### src/rtl/unary_binary_mac_array_if.sv
// unary_binary_mac_array_if: operand/result handshake bundle for the unary-binary MAC array
interface unary_binary_mac_array_if #(parameter int WIDTH = 4, parameter int LANES = 4, parameter int ACC_W = 10);
    logic                   in_valid;
    logic                   in_ready;
    logic                   in_acc;
    logic [LANES*WIDTH-1:0] in_a;
    logic [LANES*WIDTH-1:0] in_b;
    logic [LANES*WIDTH-1:0] in_c;
    logic                   out_valid;
    logic                   out_ready;
    logic [LANES*ACC_W-1:0] out_acc;
    logic [LANES-1:0]       out_ovf;
    modport master (output in_valid, in_acc, in_a, in_b, in_c, out_ready,
                    input in_ready, out_valid, out_acc, out_ovf);
    modport slave (input in_valid, in_acc, in_a, in_b, in_c, out_ready,
                   output in_ready, out_valid, out_acc, out_ovf);
endinterface

### src/rtl/unary_binary_mac_array.sv
// unary_binary_mac_array: multi-lane MAC where operand a is streamed as a unary pulse train adding b per cycle
module unary_binary_mac_array #(
    parameter int WIDTH = 4,
    parameter int LANES = 4,
    parameter int ACC_W = 10
) (
    input logic clk,
    input logic reset_n,
    unary_binary_mac_array_if.slave bus
);
    typedef enum logic [1:0] {IDLE, RUN, DONE} state_t;
    state_t           state, state_nx;
    logic [WIDTH-1:0] cnt, max_a, max_in;
    logic [WIDTH-1:0] a_r [LANES];
    logic [WIDTH-1:0] b_r [LANES];
    logic [ACC_W-1:0] acc [LANES];
    logic [ACC_W:0]   sum [LANES];
    logic [LANES-1:0] ovf;
    logic             accept;
    assign accept = bus.in_valid && bus.in_ready;
    always_comb begin
        max_in = '0;
        for (int l = 0; l < LANES; l++)
            if (bus.in_a[l*WIDTH +: WIDTH] > max_in) max_in = bus.in_a[l*WIDTH +: WIDTH];
    end
    always_ff @(posedge clk or negedge reset_n)
        if (!reset_n) state <= IDLE;
        else state <= state_nx;
    always_comb
        state_nx = (state == IDLE) ? (accept ? ((max_in == '0) ? DONE : RUN) : IDLE) :
                   (state == RUN)  ? ((cnt == max_a - WIDTH'(1)) ? DONE : RUN) :
                   (bus.out_ready ? IDLE : DONE);
    always_comb begin
        bus.in_ready  = (state == IDLE);
        bus.out_valid = (state == DONE);
    end
    // One shared adder per lane: accept adds c to (acc or 0), RUN adds b
    for (genvar g = 0; g < LANES; g++) begin : g_lane
        logic [ACC_W-1:0] base, addend;
        assign base   = (accept && !bus.in_acc) ? '0 : acc[g];
        assign addend = ACC_W'(accept ? bus.in_c[g*WIDTH +: WIDTH] : b_r[g]);
        assign sum[g] = {1'b0, base} + {1'b0, addend};
        assign bus.out_acc[g*ACC_W +: ACC_W] = acc[g];
    end
    assign bus.out_ovf = ovf;
    always_ff @(posedge clk or negedge reset_n)
        if (!reset_n) begin
            cnt   <= '0;
            max_a <= '0;
            ovf   <= '0;
            for (int l = 0; l < LANES; l++) begin
                a_r[l] <= '0;
                b_r[l] <= '0;
                acc[l] <= '0;
            end
        end else if (accept) begin
            cnt   <= '0;
            max_a <= max_in;
            for (int l = 0; l < LANES; l++) begin
                a_r[l] <= bus.in_a[l*WIDTH +: WIDTH];
                b_r[l] <= bus.in_b[l*WIDTH +: WIDTH];
                acc[l] <= sum[l][ACC_W-1:0];
                ovf[l] <= (bus.in_acc & ovf[l]) | sum[l][ACC_W];
            end
        end else if (state == RUN) begin
            cnt <= cnt + WIDTH'(1);
            for (int l = 0; l < LANES; l++)
                if (cnt < a_r[l]) begin
                    acc[l] <= sum[l][ACC_W-1:0];
                    ovf[l] <= ovf[l] | sum[l][ACC_W];
                end
        end
endmodule
### src/flat_wrapper.sv
// flat-port wrapper written by rule: the top's interface ports become plain ports
module unary_binary_mac_array_flat 
#(
    parameter int WIDTH = 4,
    parameter int LANES = 4,
    parameter int ACC_W = 10
)
  (clk, reset_n, bus_in_valid, bus_in_acc, bus_in_a, bus_in_b, bus_in_c, bus_out_ready, bus_in_ready, bus_out_valid, bus_out_acc, bus_out_ovf);
  unary_binary_mac_array_if #(.WIDTH(WIDTH), .LANES(LANES), .ACC_W(ACC_W)) bus_i ();
  input logic clk;
  input logic reset_n;
  input wire logic [$bits(bus_i.in_valid)-1:0] bus_in_valid;
  input wire logic [$bits(bus_i.in_acc)-1:0] bus_in_acc;
  input wire logic [$bits(bus_i.in_a)-1:0] bus_in_a;
  input wire logic [$bits(bus_i.in_b)-1:0] bus_in_b;
  input wire logic [$bits(bus_i.in_c)-1:0] bus_in_c;
  input wire logic [$bits(bus_i.out_ready)-1:0] bus_out_ready;
  output wire logic [$bits(bus_i.in_ready)-1:0] bus_in_ready;
  output wire logic [$bits(bus_i.out_valid)-1:0] bus_out_valid;
  output wire logic [$bits(bus_i.out_acc)-1:0] bus_out_acc;
  output wire logic [$bits(bus_i.out_ovf)-1:0] bus_out_ovf;
  assign bus_i.in_valid = bus_in_valid;
  assign bus_i.in_acc = bus_in_acc;
  assign bus_i.in_a = bus_in_a;
  assign bus_i.in_b = bus_in_b;
  assign bus_i.in_c = bus_in_c;
  assign bus_i.out_ready = bus_out_ready;
  assign bus_in_ready = bus_i.in_ready;
  assign bus_out_valid = bus_i.out_valid;
  assign bus_out_acc = bus_i.out_acc;
  assign bus_out_ovf = bus_i.out_ovf;
  unary_binary_mac_array #(.WIDTH(WIDTH), .LANES(LANES), .ACC_W(ACC_W)) u_core (.clk(clk), .reset_n(reset_n), .bus(bus_i));
endmodule
### config.mk
export PLATFORM = sky130hd
export DESIGN_NAME = unary_binary_mac_array_flat
export DESIGN_NICKNAME = d
export VERILOG_FILES = /design/src/rtl/unary_binary_mac_array_if.sv /design/src/rtl/unary_binary_mac_array.sv /design/src/flat_wrapper.sv
export SDC_FILE = /design/constraint.sdc
export NUM_CORES = 1
export LEC_CHECK = 0
export ABC_CLOCK_PERIOD_IN_PS = 4500
export CAP_MARGIN = 20
export CELL_PAD_IN_SITES_DETAIL_PLACEMENT = 2
export CELL_PAD_IN_SITES_GLOBAL_PLACEMENT = 2
export CORE_ASPECT_RATIO = 1.5
export CORE_UTILIZATION = 35
export CTS_BUF_LIST = sky130_fd_sc_hd__clkbuf_4 sky130_fd_sc_hd__clkbuf_8
export CTS_CLUSTER_SIZE = 14
export DETAILED_ROUTE_END_ITERATION = 8
export PLACE_DENSITY = 0.91
export SYNTH_ARGS = -nofsm -noshare
export SYNTH_HDL_FRONTEND = slang
export SYNTH_SLANG_ARGS = --single-unit
### constraint.sdc
create_clock -name clk -period 4.5 [get_ports clk]
set_clock_uncertainty 0.15 [all_clocks]
set_input_delay 0.9 -clock clk [delete_from_list [all_inputs] [get_ports clk]]
set_output_delay 0.9 -clock clk [all_outputs]
set_load 0.03 [all_outputs]
-- Yosys cells after proc, flatten, opt, wreduce, memory -nomap -nowiden
Index checks and enable logic that the tools add are counted.
- add/sub/neg operators: 6
- magnitude comparators: 8
- eq/ne operators: 3
- multiplexer cells: 32
- bitwise logic cells: 12
- reduce and logical (&&, ||, !) cells: 14
- operators with widths (cell ; number):
    $mux 10 ; 8
    $mux 40 ; 2
    $mux 4 ; 12
    $add 10x10->11 ; 4
    $lt 4x4->1 ; 4
    $gt 4x4->1 ; 3
    $mux 2 ; 6
    $reduce_bool 2->1 ; 5
    $or 1x1->1 ; 8
    $reduce_and 2->1 ; 4
    $add 4x1->4 const B ; 1
    $and 1x1->1 ; 4
    $eq 4x4->1 ; 1
    $gt 4x1->1 const B ; 1
    $logic_not 4->1 ; 1
    $mux 1 ; 4
    $sub 4x1->4 const B ; 1
    $eq 2x1->1 const B ; 1
    $eq 2x2->1 const B ; 1
    $logic_and 1x1->1 ; 2
    $logic_not 2->1 ; 1
    $logic_not 1->1 ; 1
- register bits after elaboration: 86

-- Longest topological paths before layout
Gate-level depths: netlist (run 1).
- depth after elaboration: 12
- mapped depth: 23
- gate-level depth less buffers: 23

-- Least setup slack after synthesis (run 1)
Ideal clock, no wire load.
- path kind: input to register
- from: in bus_in_a[2]
- to: reg u_core.state[0]
- setup time: 0.130 ns
- arrival: 4.520 ns
- slack: -0.300 ns
- stages on the path: 18
- path buffers: 0
- cell sequence: inv_1 > ha_1 > and4_2 > a21oi_4 > mux2_2 > ha_1 > nor3_1 > a21oi_1 > o21ai_1 > nor2_1 > o21ai_1 > ha_1 > and4_1 > a21oi_1 > inv_1 > a31oi_1 > nand3_2 > a2bb2oi_2
- cells in the longest elaborated chain, start to end: 12
- ends and longest elaborated chain (element ; line ; text):
    from (decl) ; flat_wrapper.sv:14 ; input wire logic [$bits(bus_i.in_a)-1:0] bus_in_a;
    $gt 4x1->1 ; unary_binary_mac_array.sv:24 ; if (bus.in_a[l*WIDTH +: WIDTH] > max_in) max_in = bus.in_a[l*WIDTH +: WIDTH];
    $mux 4 * ; unary_binary_mac_array.sv:24 ;
    $gt 4x4->1 ; unary_binary_mac_array.sv:24 ;
    $mux 4 * ; unary_binary_mac_array.sv:24 ;
    $gt 4x4->1 ; unary_binary_mac_array.sv:24 ;
    $mux 4 * ; unary_binary_mac_array.sv:24 ;
    $gt 4x4->1 ; unary_binary_mac_array.sv:24 ;
    $mux 4 * ; unary_binary_mac_array.sv:24 ;
    $logic_not 4->1 * ; unary_binary_mac_array.sv:30 ; state_nx = (state == IDLE) ? (accept ? ((max_in == '0) ? DONE : RUN) : IDLE) :
    $mux 2 * (3 in series) ; unary_binary_mac_array.sv:30 ;
    via u_core.state_nx[0] ; unary_binary_mac_array.sv:12 ; state_t state, state_nx;
    to (signal assigned) ; unary_binary_mac_array.sv:28 ; else state <= state_nx;
    to (decl) ; unary_binary_mac_array.sv:12 ;
Mark *: on every way through the listed nets, which the timed path passes. The rest lies on a longest branch.
A chain may end at the register's enable or synchronous reset.

-- Worst setup path after layout (run 1)
- from: in bus_in_a[5]
- to: reg u_core.state[0]
- cells in the longest elaborated chain, start to end: 10
- ends and longest elaborated chain (element ; line):
    $gt 4x4->1 ; unary_binary_mac_array.sv:24
    $mux 4 * ; unary_binary_mac_array.sv:24
    $gt 4x4->1 ; unary_binary_mac_array.sv:24
    $mux 4 * ; unary_binary_mac_array.sv:24
    $gt 4x4->1 ; unary_binary_mac_array.sv:24
    $mux 4 * ; unary_binary_mac_array.sv:24
    $logic_not 4->1 * ; unary_binary_mac_array.sv:30
    $mux 2 * (3 in series) ; unary_binary_mac_array.sv:30
    via u_core.state_nx[0] ; unary_binary_mac_array.sv:12
Marked as above.

==> flow_summary.json, run 1 <==
{
  "final_max_slew_viol_count": 0,
  "place_congestion": 0.775,
  "routed_wl_mm": 19.9,
  "rsz0062_at_grt": "yes",
  "cp-startpoint": "bus_in_a[5]",
  "clk_latency_ns": 0.38,
  "synth_common_cells": "nand2_1 (131), dfrtp_1 (86), ha_1 (41), inv_1 (40), o21ai_0 (36)",
  "critPathBufInv": 3,
  "register_area_sq_um": 2150,
  "dr_total_vias": 4771,
  "yosysMostFrequentCell": "nand2_1",
  "synthArstFlopShare_pct": 100,
  "powerDensity_nw_per_um2": 693,
  "synth_fp_nets": 673,
  "avgSynthCellArea_sq_um": 8.99,
  "syn2layout_area_growth_pct": 39.3,
  "hold_violations": 0,
  "grt_first_pass_wirelength_mm": 30.9,
  "max_stage_delay_ns": 0.32,
  "rr_endpoint": "u_core.bus.out_acc[28]",
  "synth_edf_count": 0,
  "vias_per_cell": 5.21,
  "initial_core_util_pct": 35.7,
  "yosysTopAreaCell": "dfrtp_1",
  "cts_buffers": 9,
  "ys_seq_area_share_pct": 41.6,
  "final_util_pct": 49.8,
  "violations": "negative setup slack",
  "grt_max_degree": 69,
  "die_h_microns": 151,
  "synth_top_area_share_pct": 41.6,
  "dr.pass1.iters": 4,
  "drc": 0,
  "htreeDepth": 3,
  "io_pins": 99,
  "arrival_ns": 4.70,
  "rows": 54,
  "slew_headroom_pct": 41.4,
  "status": "complete, but fails checks",
  "yosys-top-cells-area": "dfrtp_1 (42%), ha_1 (9.9%), nand2_1 (9.5%)",
  "critPathMaxFanout": 5,
  "synth_cells": 575,
  "synth-main-ff-cell": "dfrtp_1",
  "design_area_sq_um": 7200,
  "clk_pin_slew_worst_paths_ns": 0.10,
  "drt-initial-drc-count": 82,
  "cts.sinks": 86,
  "syn_area_sq_um": 5170,
  "die_x_microns": 101,
  "synth_seq_cells": 86,
  "cts_buffer_depth": 2,
  "drive_above_1_share_pct": 19.3,
  "min_path_type": "input pin to asynchronous set/reset pin",
  "path_cells": "buf_6 > ha_4 > nor2b_4 > o211ai_2 > a21oi_4 > buf_6 > mux2_4 > ha_4 > nor3_4 > a21oi_2 > o21a_2 > a21oi_2 > nor2_1 > ha_2 > nor2b_2 > o211ai_1 > a21oi_4 > inv_2 > nor2_2 > a21o_1 > o2111ai_2 > a2bb2oi_2",
  "leakage_nw": 3.33,
  "dieArea_sq_um": 15300,
  "coreArea_sq_um": 14500,
  "avgRoutedWirePerCell_microns": 21.8,
  "critPathTopFamily": "compound AO/OA/AOI/OAI gates",
  "multiInputGateArea_sq_um": 3050,
  "nFillCells": 1531,
  "worst_slew_pin_slew_ns": 0.878,
  "cts_tree": "done",
  "yosysWarningCount": 0,
  "holdWs_ns": 0.242,
  "endpoint": "u_core.state[0]",
  "setup_viol": 3,
  "endpoint_kind": "register",
  "crit_slowest_cell": "mux2_4",
  "synth.distinct_cells": 48,
  "startpoint_type": "input pin",
  "place.port_buffers": 98,
  "ant_nets": 0,
  "worstRegToRegCells": 14,
  "grt_pass1_vias": 5673,
  "fin_nets": 812,
  "max_freq_mhz": 218,
  "finalWorstSetupSlack_ns": -0.0813,
  "r2r-start": "u_core.state[0]",
  "cp.depth": 22,
  "setup_tns_ns": -0.134,
  "cp.required_ns": 4.62,
  "holdBufCountCts": 0,
  "p_total_w": 0.00499,
  "hpwl_mm": 13.5,
  "diodes": 0,
  "r2r_setup_slack_ns": 0.87,
  "path_class": "input pin to register",
  "grt.total_usage_pct": 27.3,
  "overflow": 0,
  "placed_cell_area_sq_um": 6620,
  "grt_antenna_before_repair": 0,
  "cts-root-buf": "clkbuf_8",
  "maxCapViolCount": 0,
  "peakVddDrop_v": 0.000256,
  "period_needed_ns": 4.58,
  "period_share_pct": 102
}
[through the flow]
| stage | worst slack, ns | instances |
|---|---|---|
| after CTS | 0.00108 | 909 |
| after global placement | -0.539 | 883 |
| after floorplan | 0.0199 | 575 |
| after global routing | -0.220 | 915 |
| after detailed placement | -0.928 | 884 |
| final | -0.0813 | 915 |
[worst reg2reg max path: cells and delay by family (launching register included)]
| kind | cells | cell delay (ns) |
|---|---|---|
| simple gates | 7 | 1.20 |
| compound gates | 2 | 0.64 |
| fa+ha+maj | 2 | 0.59 |
| flops | 1 | 0.42 |
| buf+inv | 2 | 0.37 |
| xor+xnor | 1 | 0.18 |
[registers in the layout, indices dropped and copies added, names as in the netlist]
register and flops:
u_core.bus.out_acc 40, u_core.a_r 16, u_core.b_r 16, u_core.bus.out_ovf 4, u_core.cnt 4, u_core.max_a 4
u_core.state 2
[report_power, final]
group	switching (W)	internal, W	total [W]
Clock	0.000314	0.000343	0.000658
Sequential	0.000272	0.00109	0.00136
Combinational	0.00173	0.00124	0.00297
Total	0.00231	0.00267	0.00499
[repair_timing]
| action | 4_1_cts | 5_1_grt |
|---|---|---|
| buffers inserted | 9 | 6 |
| endpoints found under the setup margin | 6 | 6 |
| resized for setup | 39 | 45 |
| pin swaps | 17 | 18 |
[layout by cell type, fill, tap and decap left out, types with 20 or more instances in the layout]
| master | instances |
|---|---|
| clkdlybuf4s50_1 | 89 |
| o21ai_0 | 34 |
| nor2_1 | 29 |
| buf_4 | 43 |
| nand2_1 | 130 |
| xor2_1 | 20 |
| dfrtp_1 | 86 |
| inv_1 | 34 |
| a21oi_1 | 23 |
| ha_1 | 32 |
[worst min-delay path by stage]
stage / startpoint / slack, ns / depth (start not counted) / end
after floorplan: u_core.b_r[13] / 0.28 / 2 / u_core.b_r[13]
after global placement: u_core.b_r[13] / 0.29 / 2 / u_core.b_r[13]
after detailed placement: u_core.b_r[1] / 0.31 / 2 / u_core.b_r[1]
after CTS: reset_n / 0.25 / 1 / u_core.bus.out_acc[29]
after global routing: reset_n / 0.25 / 1 / u_core.bus.out_acc[29]
final: reset_n / 0.24 / 1 / u_core.bus.out_acc[29]
[area by class of cell]
| class | instances | area share [%] |
|---|---|---|
| Clock buffer | 11 | 2.10 |
| Inverter | 40 | 2.12 |
| Sequential cell | 86 | 29.9 |
| Tap cell | 196 | 3.41 |
| Multi-Input combinational cell | 431 | 42.4 |
| Clock inverter | 5 | 1.13 |
| Timing Repair Buffer | 146 | 18.9 |
[cell families after synthesis]
| logic type | Yosys count | synth area share, % |
|---|---|---|
| and+or+nand+nor | 239 | 21.5 |
| AOI/OAI and AO/OA | 99 | 12.2 |
| DFF | 86 | 41.6 |
| buffers and inverters | 58 | 4.41 |
| adders and majority gates | 45 | 11.5 |
| xor gates and xnor gates | 33 | 5.59 |
| muxes | 15 | 3.22 |
[per-layer routing]
layer	share of wire, %	GRT usage, %
met1	35	26.4
met2	59	56.2
met3	2.6	3.55
met4	3.5	10.9
met5	0	0
Note: power is estimated with default switching activity, not from simulation.
==> inputs of run 2 (changes only) <==
--- a/config.mk
+++ b/config.mk
@@ -5,7 +5,7 @@
 export SDC_FILE = /design/constraint.sdc
 export NUM_CORES = 1
 export LEC_CHECK = 0
-export ABC_CLOCK_PERIOD_IN_PS = 4500
+export ABC_CLOCK_PERIOD_IN_PS = 5500
 export CAP_MARGIN = 20
 export CELL_PAD_IN_SITES_DETAIL_PLACEMENT = 2
 export CELL_PAD_IN_SITES_GLOBAL_PLACEMENT = 2
==> constraint.sdc (replaced) <==
create_clock -name clk -period 5.5 [get_ports clk]
set_clock_uncertainty 0.15 [all_clocks]
set_input_delay 1.1 -clock clk [delete_from_list [all_inputs] [get_ports clk]]
set_output_delay 1.1 -clock clk [all_outputs]
set_load 0.03 [all_outputs]
==> run 2 against run 1 <==
  * The flow now finishes without violations
  * Final area down 7.6%
  * Sequential power fell by 19%
  * Clock-buffer cell count decreased by 1
  * Die area stayed put
  * Register-to-register slack improved by 0.80 ns
  * Largest cell class unchanged
==> flow_summary.json, run 2 (synthesis gave the netlist of run 1 again) <==
{
  "holdBufCountCts": 0,
  "clk_latency_ns": 0.37,
  "drive_above_1_share_pct": 9.06,
  "critPathMaxFanout": 6,
  "initial_core_util_pct": 35.7,
  "setup_viol": 0,
  "cts.sinks": 86,
  "worstRegToRegCells": 14,
  "rr_endpoint": "u_core.bus.out_acc[28]",
  "slew_headroom_pct": 38.6,
  "hold_violations": 0,
  "startpoint_type": "input pin",
  "arrival_ns": 5.39,
  "cts_buffer_depth": 2,
  "dr_total_vias": 4499,
  "final_common_cell": "nand2_1",
  "cts-root-buf": "clkbuf_8",
  "syn2layout_area_growth_pct": 28.7,
  "leakage_nw": 3.09,
  "period_share_pct": 95.9,
  "worst_slew_pin_slew_ns": 0.921,
  "diodes": 0,
  "hpwl_mm": 12.5,
  "holdWs_ns": 0.318,
  "overflow": 0,
  "hold_end": "u_core.b_r[13]",
  "ant_nets": 0,
  "maxCapViolCount": 0,
  "r2r-start": "u_core.state[0]",
  "routed_wl_mm": 16.7,
  "drt-initial-drc-count": 75,
  "vias_per_cell": 5.11,
  "clk_pin_slew_worst_paths_ns": 0.09,
  "placed_cell_area_sq_um": 6400,
  "powerDensity_nw_per_um2": 566,
  "io_pins": 99,
  "r2r_setup_slack_ns": 1.67,
  "avgRoutedWirePerCell_microns": 19.0,
  "path_cells": "clkdlybuf4s50_1 > inv_1 > ha_1 > and4_2 > a21oi_4 > mux2_2 > inv_1 > ha_1 > nand2_1 > nor3_2 > buf_4 > mux2i_2 > nand3_1 > o21ai_1 > ha_1 > and4_1 > a21oi_2 > inv_1 > nor2_1 > a21o_1 > o2111ai_1 > a2bb2oi_2",
  "htreeDepth": 3,
  "cts_buffers": 9,
  "coreArea_sq_um": 14500,
  "die_h_microns": 151,
  "hold_start": "u_core.b_r[13]",
  "crit_slowest_cell": "clkdlybuf4s50_1",
  "max_stage_delay_ns": 0.49,
  "cp.required_ns": 5.62,
  "place_congestion": 0.798,
  "grt_max_degree": 67,
  "max_freq_mhz": 190,
  "largest_reg_flops": 40,
  "rows": 54,
  "grt.total_usage_pct": 23.5,
  "final_util_pct": 46.0,
  "final_cell_mix": "nand2_1 (131), clkdlybuf4s50_1 (97), dfrtp_1 (86)",
  "drc": 0,
  "period_needed_ns": 5.27,
  "endpoint_kind": "register",
  "grt_antenna_before_repair": 0,
  "min_path_cells": 2,
  "status": "complete, no violations",
  "dieArea_sq_um": 15300,
  "path_class": "input pin to register",
  "grt_pass1_vias": 5323,
  "design_area_sq_um": 6650,
  "final_max_slew_viol_count": 0,
  "cts_tree": "done",
  "min_path_type": "register to register",
  "place.port_buffers": 98,
  "dr.pass1.iters": 4,
  "p_total_w": 0.00376,
  "peakVddDrop_v": 0.000149,
  "fin_nets": 777,
  "setup_tns_ns": 0,
  "grt_first_pass_wirelength_mm": 27.3,
  "die_x_microns": 101
}
[run 2: changes by cell type in the layout (fill, tap and decap cells not counted), sizes merged, moves of 2 or more]
cell / previous run / this run
buf: 51 / 14
clkdlybuf4s50: 89 / 97
clkbuf: 17 / 10
clkinvlp: 1 / 3
[run 2: layout make-up]
| class | count | area (sq um) |
|---|---|---|
| well taps | 196 | 245 |
| clock inverters | 6 | 70.1 |
| repair buffers | 111 | 1080 |
| clock buffers | 10 | 138 |
| fillers | 1610 | 7810 |
| inverters | 40 | 150 |
| flip-flops and latches | 86 | 2150 |
| multi-input cells | 431 | 2820 |
[run 2: timing repair]
action	in CTS	in global routing
setup buffers	0	1
endpoints found under the setup margin	0	6
gates resized for setup	0	7
[run 2: worst max path at each step]
stage                startpoint               to  slack, ns  cells past startpoint
floorplan           bus_in_a[2]  u_core.state[0]       0.50                     18
global placement    bus_in_a[1]  u_core.state[0]       0.05                     20
detailed placement  bus_in_a[1]  u_core.state[0]      -0.36                     22
CTS                 bus_in_a[1]  u_core.state[0]       0.03                     22
global route        bus_in_a[1]  u_core.state[0]      -0.02                     23
finish              bus_in_a[2]  u_core.state[0]       0.23                     22
[run 2: power by group]
group	total (W)	switching (W)	internal (W)	leakage, nW
logic	0.00219	0.00129	0.000901	1.91
registers	0.00110	0.000209	0.000891	1.09
clock network	0.000474	0.000249	0.000225	0.0951
total	0.00376	0.00175	0.00202	3.09
[run 2: per-layer routing]
| metal | track usage, % | part of all wire (%) | vias to the layer above |
|---|---|---|---|
| met3 | 1.98 | 2.0 | 17 |
| met2 | 46.7 | 58 | 80 |
| met1 | 25.4 | 39 | 2290 |
| li1 | - | - | 2112 |
| met5 | 0 | 0 | - |
| met4 | 7.83 | 1.7 | 0 |
[run 2: critical path, delay by kind of cell]
| family | cells | cell delay [ns] |
|---|---|---|
| buffers and inverters | 5 | 0.88 |
| adders and majority gates | 3 | 0.86 |
| and+or+nand+nor | 6 | 0.93 |
| AOI/OAI and AO/OA | 6 | 1.00 |
| muxes | 2 | 0.61 |
[run 2: through the flow]
| stage | std cells | setup slack (ns) |
|---|---|---|
| floorplan | 575 | 0.500 |
| global placement | 863 | 0.0549 |
| detailed placement | 863 | -0.356 |
| CTS | 879 | 0.0330 |
| global route | 880 | -0.0168 |
| finish | 880 | 0.227 |
==> inputs of run 3 (changes only) <==
--- a/config.mk
+++ b/config.mk
@@ -12,9 +12,9 @@
 export CORE_ASPECT_RATIO = 1.5
 export CORE_UTILIZATION = 35
 export CTS_BUF_LIST = sky130_fd_sc_hd__clkbuf_4 sky130_fd_sc_hd__clkbuf_8
-export CTS_CLUSTER_SIZE = 14
+export CTS_CLUSTER_SIZE = 10
 export DETAILED_ROUTE_END_ITERATION = 8
-export PLACE_DENSITY = 0.91
+export PLACE_DENSITY = 0.87
 export SYNTH_ARGS = -nofsm -noshare
 export SYNTH_HDL_FRONTEND = slang
 export SYNTH_SLANG_ARGS = --single-unit
==> run 3 against run 2 <==
  * Clock-buffer cell count grew 2
  * Sequential power is essentially flat
  * Final area is 0.71% higher
  * Flip-flop and latch count unchanged
  * Combinational power hardly changed
  * Critical path depth unchanged
  * First-iteration DRC count grew 24%
  * Total power increased by 2.0%
  * Wire length decreased by 0.13%
  * Utilization up 0.33 points
  * Critical path type unchanged
==> flow_summary.json, run 3 (synthesis gave the netlist of run 1 again) <==
{
  "status": "complete, no violations",
  "hold_violations": 0,
  "leakage_nw": 3.13,
  "overflow": 0,
  "grt_first_pass_wirelength_mm": 27.1,
  "dr.pass1.iters": 4,
  "r2r_setup_slack_ns": 2.05,
  "dr_total_vias": 4577,
  "placed_cell_area_sq_um": 6420,
  "place_congestion": 0.847,
  "startpoint_type": "input pin",
  "diodes": 0,
  "grt_max_degree": 48,
  "critPathMaxFanout": 6,
  "grt_pass1_vias": 5357,
  "drt-initial-drc-count": 93,
  "worst_slew_pin_slew_ns": 0.928,
  "clk_pin_slew_worst_paths_ns": 0.08,
  "min_path_type": "register to register",
  "p_total_w": 0.00384,
  "htreeDepth": 3,
  "endpoint_kind": "register",
  "max_freq_mhz": 187,
  "vias_per_cell": 5.18,
  "largest_reg_flops": 40,
  "worstRegToRegCells": 15,
  "io_pins": 99,
  "fin_nets": 780,
  "hpwl_mm": 12.4,
  "path_cells": "clkdlybuf4s50_1 > inv_1 > ha_1 > and4_2 > a21oi_4 > mux2_2 > inv_1 > ha_1 > nand2_1 > nor3_2 > a21oi_1 > o21a_1 > nand3_1 > o21ai_1 > ha_1 > and4_1 > a21oi_2 > inv_1 > nor2_1 > a21o_1 > o2111ai_1 > o21ai_1",
  "cp.required_ns": 5.63,
  "setup_viol": 0,
  "cts-root-buf": "clkbuf_8",
  "hold_start": "u_core.b_r[5]",
  "final_max_slew_viol_count": 0,
  "rr_endpoint": "u_core.bus.out_acc[8]",
  "clk_latency_ns": 0.38,
  "arrival_ns": 5.48,
  "crit_slowest_cell": "clkdlybuf4s50_1",
  "cts_tree": "done",
  "final_common_cell": "nand2_1",
  "peakVddDrop_v": 0.000247,
  "cts_buffers": 9,
  "coreArea_sq_um": 14500,
  "min_path_cells": 2,
  "design_area_sq_um": 6700,
  "cts.sinks": 86,
  "maxCapViolCount": 0,
  "max_stage_delay_ns": 0.50,
  "grt_antenna_before_repair": 0,
  "slew_headroom_pct": 38.1,
  "drc": 0,
  "ant_nets": 0,
  "period_needed_ns": 5.35,
  "drive_above_1_share_pct": 9.32,
  "avgRoutedWirePerCell_microns": 18.9,
  "rows": 54,
  "grt.total_usage_pct": 23.3,
  "die_h_microns": 151,
  "syn2layout_area_growth_pct": 29.6,
  "final_cell_mix": "nand2_1 (131), clkdlybuf4s50_1 (97), dfrtp_1 (86)",
  "final_util_pct": 46.3,
  "initial_core_util_pct": 35.7,
  "hold_end": "u_core.b_r[5]",
  "dieArea_sq_um": 15300,
  "nFillCells": 1606,
  "r2r-start": "u_core.state[0]",
  "powerDensity_nw_per_um2": 573,
  "cts_buffer_depth": 2,
  "routed_wl_mm": 16.7,
  "die_x_microns": 101,
  "period_share_pct": 97.2,
  "path_class": "input pin to register",
  "place.port_buffers": 98
}
## run 3: changes by cell type in the layout (fill, tap and decap cells not counted), sizes merged
cell and change:
buf +3, clkbuf +2, inv -1, bufinv +2, clkinvlp -3
## run 3: power breakdown
group	internal [W]	switching, W
clock	0.000317	0.000238
sequential	0.000891	0.000211
combinational	0.000905	0.00128
## run 3: per-stage QoR
step | hold WS [ns] | std cells | setup slack (ns) | setup TNS (ns)
after CTS | 0.323 | 881 | 0.0197 | 0
final | 0.320 | 883 | 0.153 | 0
after floorplan | 0.276 | 575 | 0.500 | 0
after global routing | 0.361 | 883 | -0.0240 | -0.0241
after global placement | 0.292 | 865 | 0.0470 | 0
after detailed placement | 0.304 | 865 | -0.393 | -1.44
## run 3: timing repair
| action | 4_1_cts | 5_1_grt |
|---|---|---|
| hold buffers | 0 | 0 |
| setup buffers | 0 | 2 |
| resized for setup | 0 | 5 |
| endpoints found under the setup margin | 0 | 6 |
## run 3: layout make-up
cell class	instances	area (sq um)	share of cell area (%)
clock buffers	12	146	2.19
clock inverters	4	95.1	1.42
inverters	40	150	2.24
multi-input cells	431	2810	42.0
flip-flops and latches	86	2150	32.1
well taps	196	245	3.66
repair buffers	114	1100	16.4
## run 3: how the worst max path moves through the flow
stage | startpoint | to | slack [ns] | depth (start not counted)
after detailed placement | bus_in_a[2] | u_core.state[0] | -0.39 | 21
final | bus_in_a[2] | u_core.state[1] | 0.15 | 22
after global routing | bus_in_a[2] | u_core.state[1] | -0.02 | 22
after floorplan | bus_in_a[2] | u_core.state[0] | 0.50 | 18
after CTS | bus_in_a[2] | u_core.state[0] | 0.02 | 21
after global placement | bus_in_a[2] | u_core.state[0] | 0.05 | 19
## run 3: layer usage
metal  track usage [%]  vias up  share of wire [%]
li1                  -     2119                  -
met1              23.9     2314                 37
met2              45.1      105                 56
met3              4.61       39                3.4
met4              9.57        0                3.1
met5                 0        -                  0
## run 3: worst max-delay path: cells and delay by family
kind	cells	cell delay (ns)
multiplexers	1	0.38
buffers and inverters	4	0.77
AND/OR/NAND/NOR	6	0.89
AO/OA/AOI/OAI	8	1.44
adder cells (fa/ha/maj)	3	0.88
